$ cat src/rtl/ap_mult_err_eval.sv
// Exhaustive error evaluator for approximate W x W multipliers.
// Sweeps every operand pair and accumulates error metrics.
module ap_mult_err_eval #(
  parameter int W       = 4,
  parameter int DUT_LAT = 0
) (
  input  logic           clk,
  input  logic           rst,
  input  logic           start,
  output logic [W-1:0]   op_a,
  output logic [W-1:0]   op_b,
  input  logic [2*W-1:0] approx_p,
  output logic           busy,
  output logic           done,
  output logic [2*W:0]   err_cnt,
  output logic [4*W:0]   sum_abs_err,
  output logic [2*W-1:0] max_abs_err,
  output logic [W-1:0]   worst_a,
  output logic [W-1:0]   worst_b
);

  typedef enum logic [1:0] {IDLE, RUN, DRAIN, DONE} state_t;

  localparam int DW = (DUT_LAT > 1) ? $clog2(DUT_LAT) : 1;
  localparam logic [2*W-1:0] LAST = '1;

  state_t state, state_nx;
  logic [2*W-1:0] cnt;
  logic [DW-1:0]  dcnt;
  logic [2*W-1:0] exact;
  logic [2*W-1:0] abs_err;
  logic           vin;
  logic           vld_d;
  logic [2*W-1:0] ex_d;
  logic [W-1:0]   a_d;
  logic [W-1:0]   b_d;
  logic           clr;

  always_ff @(posedge clk) begin
    if (rst) state <= IDLE;
    else     state <= state_nx;
  end

  always_comb begin
    state_nx = state;
    unique case (state)
      IDLE:  if (start) state_nx = RUN;
      RUN:   if (cnt == LAST)
               state_nx = (DUT_LAT > 0) ? DRAIN : DONE;
      DRAIN: if (dcnt == DW'(DUT_LAT - 1)) state_nx = DONE;
      DONE:  state_nx = IDLE;
      default: state_nx = IDLE;
    endcase
  end

  always_comb begin
    busy = 1'b0;
    done = 1'b0;
    unique case (state)
      RUN, DRAIN: busy = 1'b1;
      DONE:       done = 1'b1;
      default:    ;
    endcase
  end

  assign clr = (state == IDLE) && start;
  assign vin = (state == RUN);

  always_ff @(posedge clk) begin
    if (rst) begin
      cnt  <= '0;
      dcnt <= '0;
    end else begin
      if (clr)
        cnt <= '0;
      else if (state == RUN && cnt != LAST)
        cnt <= cnt + 1'b1;
      if (state == DRAIN) dcnt <= dcnt + 1'b1;
      else                dcnt <= '0;
    end
  end

  // {op_a, op_b} is the pair counter, op_b is the fast index
  assign op_a  = cnt[2*W-1:W];
  assign op_b  = cnt[W-1:0];
  assign exact = {{W{1'b0}}, op_a} * {{W{1'b0}}, op_b};

  generate
    if (DUT_LAT > 0) begin : g_dly
      logic [DUT_LAT-1:0]          vld_r;
      logic [DUT_LAT-1:0][2*W-1:0] ex_r;
      logic [DUT_LAT-1:0][W-1:0]   a_r;
      logic [DUT_LAT-1:0][W-1:0]   b_r;

      always_ff @(posedge clk) begin
        if (rst) begin
          vld_r <= '0;
        end else begin
          vld_r[0] <= vin;
          for (int j = 1; j < DUT_LAT; j++)
            vld_r[j] <= vld_r[j-1];
        end
        ex_r[0] <= exact;
        a_r[0]  <= op_a;
        b_r[0]  <= op_b;
        for (int j = 1; j < DUT_LAT; j++) begin
          ex_r[j] <= ex_r[j-1];
          a_r[j]  <= a_r[j-1];
          b_r[j]  <= b_r[j-1];
        end
      end

      assign vld_d = vld_r[DUT_LAT-1];
      assign ex_d  = ex_r[DUT_LAT-1];
      assign a_d   = a_r[DUT_LAT-1];
      assign b_d   = b_r[DUT_LAT-1];
    end else begin : g_comb
      assign vld_d = vin;
      assign ex_d  = exact;
      assign a_d   = op_a;
      assign b_d   = op_b;
    end
  endgenerate

  assign abs_err = (approx_p >= ex_d) ? approx_p - ex_d
                                      : ex_d - approx_p;

  // strict greater-than keeps the earliest pair on ties
  always_ff @(posedge clk) begin
    if (rst || clr) begin
      err_cnt     <= '0;
      sum_abs_err <= '0;
      max_abs_err <= '0;
      worst_a     <= '0;
      worst_b     <= '0;
    end else if (vld_d) begin
      if (abs_err != '0)
        err_cnt <= err_cnt + (2*W+1)'(1);
      sum_abs_err <= sum_abs_err + {{(2*W+1){1'b0}}, abs_err};
      if (abs_err > max_abs_err) begin
        max_abs_err <= abs_err;
        worst_a     <= a_d;
        worst_b     <= b_d;
      end
    end
  end

endmodule

$ cat config.mk
export PLATFORM = sky130hd
export DESIGN_NAME = ap_mult_err_eval
export DESIGN_NICKNAME = d
export VERILOG_FILES = /design/src/rtl/ap_mult_err_eval.sv
export SDC_FILE = /design/constraint.sdc
export NUM_CORES = 1
export LEC_CHECK = 0
export CORE_UTILIZATION = 59
export CTS_CLUSTER_DIAMETER = 200
export DETAILED_ROUTE_END_ITERATION = 12
export PLACE_DENSITY = 0.87
export SLEW_MARGIN = 20
export SYNTH_ARGS = -nofsm -noshare
export SYNTH_HDL_FRONTEND = slang
export SYNTH_SLANG_ARGS = --single-unit
$ cat constraint.sdc
create_clock -name clk -period 16 [get_ports clk]
set_input_delay 3.2 -clock clk [delete_from_list [all_inputs] [get_ports clk]]
set_output_delay 3.2 -clock clk [all_outputs]
set_load 0.05 [all_outputs]
=== Word-level counts from Yosys, hierarchy flattened ===
Index checks and enable logic that the tools add are counted.

* Bits in registers: 53
* Output and inout bits: 52
* Logic and storage cells: 44

* $add $sub $neg: 6
* $mul: 1
* $lt $le $gt $ge: 2
* Eq/ne operators: 8
* Multiplexer cells: 7
* Bitwise gates (word level): 1
* Reduce and logical (&&, ||, !) cells: 11

{| class="wikitable"
|+ Operators with widths
! kind !! number
|-
| 17-bit by 8-bit adder with 17-bit output || 1
|-
| 8-bit subtractor || 2
|-
| 9-bit by 1-bit adder with 9-bit output, second input constant || 1
|-
| 8-bit by 1-bit adder with 8-bit output, second input constant || 1
|-
| 8-bit == test, second input constant || 1
|-
| 8-bit >= comparator || 1
|-
| 8-bit > comparator || 1
|-
| 4-bit by 4-bit multiplier with 8-bit output || 1
|-
| 8-bit 2-to-1 mux || 1
|-
| 8-bit != test, second input constant || 1
|-
| 2-bit case mux with 4 select lines || 1
|-
| 8-bit nonzero test || 1
|-
| 2-bit 2-to-1 mux || 3
|-
| 2-bit OR reduction || 3
|-
| 2-bit == test, second input constant || 2
|-
| 2-bit != test, second input constant || 2
|-
| 2-bit AND reduction || 2
|-
| 3-bit AND reduction || 1
|-
| 2-bit by 1-bit == test with 1-bit output, second input constant || 1
|-
| 1-bit logical AND || 2
|-
| 2-bit logical NOT || 1
|-
| 1-bit 2-to-1 mux || 2
|-
| 2-bit by 1-bit != test with 1-bit output, second input constant || 1
|-
| 1-bit adder, second input constant || 1
|-
| 2 further kinds || 2
|}

=== Longest topological paths before layout ===
* Word-level depth: 5
* Depth in mapped cells: 28
* Gate-level depth less buffers: 26

=== Least setup slack after synthesis ===
No wires, ideal clock.

* Path type: in2reg
* From: input approx_p[0]
* To: register worst_b[3]
* Setup time: 0.128 ns
* Arrival time: 6.668 ns
* Required time: 15.872 ns
* Path slack: 9.204 ns
* Stages on the path: 19
* Path buffers: 2
* Path through: inv_1 ha_1 fa_1 nand2b_1 a21oi_1 o21a_1 nor2_1 mux2i_1 xor2_1 ha_1 o21ai_0 nand2b_1 a21oi_1 o21ai_0 o211a_1 clkbuf_1 clkbuf_1 mux2i_1 nor2_1

* Word-level cells in the longest chain between the ends: 4

{| class="wikitable"
|+ RTL lines
! item !! RTL line !! RTL
|-
| start, declared || 12 || <nowiki>input logic [2*W-1:0] approx_p,</nowiki>
|-
| 8-bit subtractor, or another cell as far along || 126 || <nowiki>: ex_d - approx_p;</nowiki>
|-
| 8-bit 2-to-1 mux (*) || 125 || <nowiki>assign abs_err = (approx_p >= ex_d) ? approx_p - ex_d</nowiki>
|-
| named net abs_err[2] || 31 || <nowiki>logic [2*W-1:0] abs_err;</nowiki>
|-
| 8-bit > comparator (*) || 140 || <nowiki>if (abs_err > max_abs_err) begin</nowiki>
|-
| 2-bit AND reduction (no source line) (*) || -- ||
|-
| end signal, assigned || 135 || <nowiki>worst_b <= '0;</nowiki>
|-
| end signal, assigned || 143 || <nowiki>worst_b <= b_d;</nowiki>
|-
| end, declared || 19 || <nowiki>output logic [W-1:0] worst_b</nowiki>
|}

The timed path passes the listed nets; every way through them passes the cells marked *.
A chain may end at the register's enable or synchronous reset.

=== Final worst setup path ===
* From: input approx_p[0]
* To: register sum_abs_err[16]

* Word-level cells in the longest chain between the ends: 3

{| class="wikitable"
|+ RTL lines
! item !! RTL line !! RTL
|-
| 8-bit subtractor, or another cell as far along || 126 ||
|-
| 8-bit 2-to-1 mux (*) || 125 ||
|-
| named net abs_err[1] || 31 ||
|-
| 17-bit by 8-bit adder with 17-bit output (*) || 139 || <nowiki>sum_abs_err <= sum_abs_err + {{(2*W+1){1'b0}}, abs_err};</nowiki>
|-
| end signal, assigned || 139 ||
|-
| end, declared || 16 || <nowiki>output logic [4*W:0] sum_abs_err,</nowiki>
|}

Marks and branches as above.

==> metrics.md <==
| Metric | Value |
|---|---|
| Post-DRT Antenna Nets | `0` |
| CTS tree | `done` |
| Total power | `486.7 uW` |
| Met2 usage | `45.83%` |
| Max Fclk | `0.1337 GHz` |
| Worst EP required | `16.25 ns` |
| Largest net degree at the start of global routing | `28` |
| RSZ-0062 raised after global routing | `no` |
| Reg-to-Reg End | `sum_abs_err[16]` |
| Crit path DAT | `7.73 ns` |
| Synthesized Nets | `543` |
| FF-to-FF Start | `cnt[3]` |
| Postcts setup bufs | `0` |
| Sequential area share after synthesis | `26.57%` |
| Synthesized area | `3994 um^2` |
| GR Util met1 | `32.78%` |
| Hold Vio Cnt, Final | `0` |
| Die Ht | `84.28 um` |
| Max_slew headroom | `40.04%` |
| Die area | `7102 um^2` |
| CTS Buffer Depth | `2` |
| Total gr overflow | `0` |
| Std cell rows | `29` |
| Post-synthesis register bit count | `53` |
| Startpoint types | `input port` |
| EDFF count, synth | `0` |
| Peak VDD IR | `0.09796 mV` |
| Post-route clock skew | `0.009337 ns` |
| Drt via density | `5.849` |
| Vias in the first global route | `3345` |
| Total clock sinks | `53` |
| DR vias | `3533` |
| Tot GR Track Use | `25.98%` |
| Ys flop type | `dfxtp_1` |
| Global-route wire length before repair | `15.08 mm` |
| Detailed-route wire length | `9.040 mm` |
| Routability Congestion | `0.9227` |
| Period minus WS final | `7.480 ns` |
| Core ar. | `6459 um^2` |
| Insertion delay to the later sink of the worst-skew pair | `0.32 ns` |
| Syn_area_per_cell | `8.426 um^2` |
| Synth cell types | `50` |
| Max FO, Critical Path | `6` |
| Status | `finished with violations` |
| Htree depth | `2` |
| Initial antenna violation count | `0` |
| 1st-iter DRT viols | `192` |
| PortBufs | `62` |
| Drc violations | `6` |
| Max-cap violations | `0` |
| DR pass1 iterations | `9` |
| Initial core utilization | `61.84%` |
| Clock-pin transition on the worst setup and hold timing paths | `0.11 ns` |
| Area grow syn2layout | `18.39%` |
| Met3 usage | `5.211%` |
| Ant diodes | `0` |
| Post-synth ARST share | `0%` |
| Worst-Margin Slew | `0.8994 ns` |
| Worst Hold Endpoint | `sum_abs_err[16]` |
| WS Path Type | `in2reg` |
| HP Start | `sum_abs_err[16]` |
| Instance count of the mapped netlist | `474` |
| Per-cell routed wire length | `14.97 um` |
| Share of layout cells above drive strength 1 | `3.416%` |
| CTS Hold Bufs | `0` |
| Die Wd | `84.28 um` |
| Pleak | `0.001933 uW` |
| Power density cells | `102.9 nW/um^2` |
| Final period util | `46.75%` |
| Yosys warns | `0` |
| Flop2flop setup slack | `9.15 ns` |
| Cells on worst reg2reg path | `25` |
| Hold path depth | `2` |
| Total CTS buffers | `5` |
| Post-CTS Resized | `0` |
| Failing checks | `DRC` |
| GRT busiest layer | `met2` |
| Setup TNS Final | `0 ns` |
| Root Buffer | `clkbuf_8` |
| Crit. End Element | `flip-flop` |
| # setup viols final | `0` |
| Layout net count | `595` |
| Dpl hpwl | `6.968 mm` |
| Hold WC Path Type | `reg2reg` |
| Slew Limit Fails | `0` |
| Ports | `63` |
==> Yosys cell counts, drive strengths merged (3+ instances only) <==
master | n | share of area (%)
dfxtp | 53 | 27
ha | 51 | 16
nor2 | 46 | 4.3
inv | 40 | 3.8
a21oi | 35 | 4.6
nand2 | 27 | 2.5
o21ai | 26 | 3.4
mux2i | 25 | 6.3
or3 | 15 | 2.3
xor2 | 15 | 3.3
and2 | 13 | 2.0
clkbuf | 11 | 1.0
nand3 | 11 | 1.4
nand4 | 11 | 1.7
xnor2 | 10 | 2.2
a21o | 9 | 1.7
a211oi | 7 | 1.4
buf | 7 | 1.2
fa | 7 | 3.5
nor3 | 6 | 0.88
nand2b | 5 | 0.78
o21a | 5 | 0.94
o21bai | 4 | 0.75
a211o | 3 | 0.66
a22oi | 3 | 0.69
and4 | 3 | 0.66
nand3b | 3 | 0.56
nor2b | 3 | 0.47
o31ai | 3 | 0.56
or4 | 3 | 0.56
==> power by group <==
group          switching (uW)  leakage, uW  internal [uW]  total, uW
Sequential               17.3     0.000429            147        164
Clock                    50.0    0.0000506           32.8       82.8
Combinational             149      0.00145           90.5        240
==> worst max-delay path by stage <==
| stage | startpoint | to | slack [ns] | cells past startpoint |
|---|---|---|---|---|
| final | approx_p[0] | sum_abs_err[16] | 8.52 | 19 |
| after floorplan | approx_p[0] | worst_b[3] | 9.20 | 19 |
| after global routing | approx_p[0] | sum_abs_err[16] | 8.19 | 19 |
| after detailed placement | approx_p[0] | sum_abs_err[16] | 8.28 | 19 |
| after global placement | approx_p[0] | sum_abs_err[16] | 8.52 | 19 |
| after CTS | approx_p[0] | sum_abs_err[16] | 8.61 | 19 |
==> stage by stage <==
stage	hold slack, ns	instances	util [%]	cell area (um^2)	setup slack, ns
3_3_place_gp	0.4716	596	71.70	4631	8.523
2_1_floorplan	0.4645	474	-	3994	9.204
3_5_place_dp	0.4847	596	71.70	4631	8.283
6_report	0.4978	604	73.21	4728	8.520
5_1_grt	0.5285	604	73.21	4728	8.194
4_1_cts	0.5034	604	73.21	4728	8.611
==> critical path: stages <==
cell and delay, ns:
clkdlybuf4s50_1 0.49, inv_1 0.05, ha_1 0.21, fa_1 0.43, nand2b_1 0.19, a21oi_1 0.29, o21a_1 0.22, nor2_1 0.13
mux2i_1 0.41, inv_1 0.13, fa_1 0.46, nor2b_1 0.14, o21ai_0 0.11, a21oi_1 0.20, o21a_1 0.17, o21a_1 0.15
o211ai_1 0.17, or3_1 0.42, a21oi_1 0.14
==> layout by cell type (no fill, tap or decap), drive strengths merged, types with 2 or more instances in the layout <==
cell type      instances
nor2b                  3
xor2                  15
clkbuf                 5
xnor2                 10
or4                    3
and3                   2
nor3b                  2
o31ai                  3
mux2i                 25
nand2b                 5
or3                   15
o21a                   5
clkdlybuf4s50         62
dfxtp                 53
a22oi                  3
a21oi                 35
a211oi                 7
ha                    51
a211o                  3
a21o                   9
nor3                   6
nand2                 27
o211ai                 2
nand4                 11
fa                     7
o21bai                 4
o21ai                 26
nand3b                 3
nand3                 11
and4                   3
and2                  13
inv                   42
nor2                  46
==> final cells by class <==
class	instances	area (um^2)
multi-input combinational	363	2695
fill	495	1730
sequential	53	1061
timing repair buffer	63	628.1
inverter	40	150.1
tap	77	96.34
clock buffer	5	68.82
clock inverter	3	28.78
==> flip-flops by register name, summed over array words and instances (netlist names) <==
signal       cells
sum_abs_err     17
max_abs_err      8
worst_b          4
dcnt             1
err_cnt          9
worst_a          4
state            2
cnt              8
==> per-layer routing <==
metal,routed length [um],part of all wire [%]
met5,0,0
met3,486,5.4
met4,84,0.93
met2,4394,49
met1,4075,45
==> kinds of logic (layout without fill, tap and decap cells) <==
logic type               Yosys count  in the layout  synth area share, %
AND/OR/NAND/NOR                  152            152                19.39
AO/OA/AOI/OAI                    103            103                16.85
adder cells (fa/ha/maj)           58             58                19.49
buffers and inverters             58            111                5.952
flip-flops                        53             53                26.57
XOR/XNOR                          25             25                5.482
multiplexers                      25             25                6.266
Power figures use the tool's default switching activity.
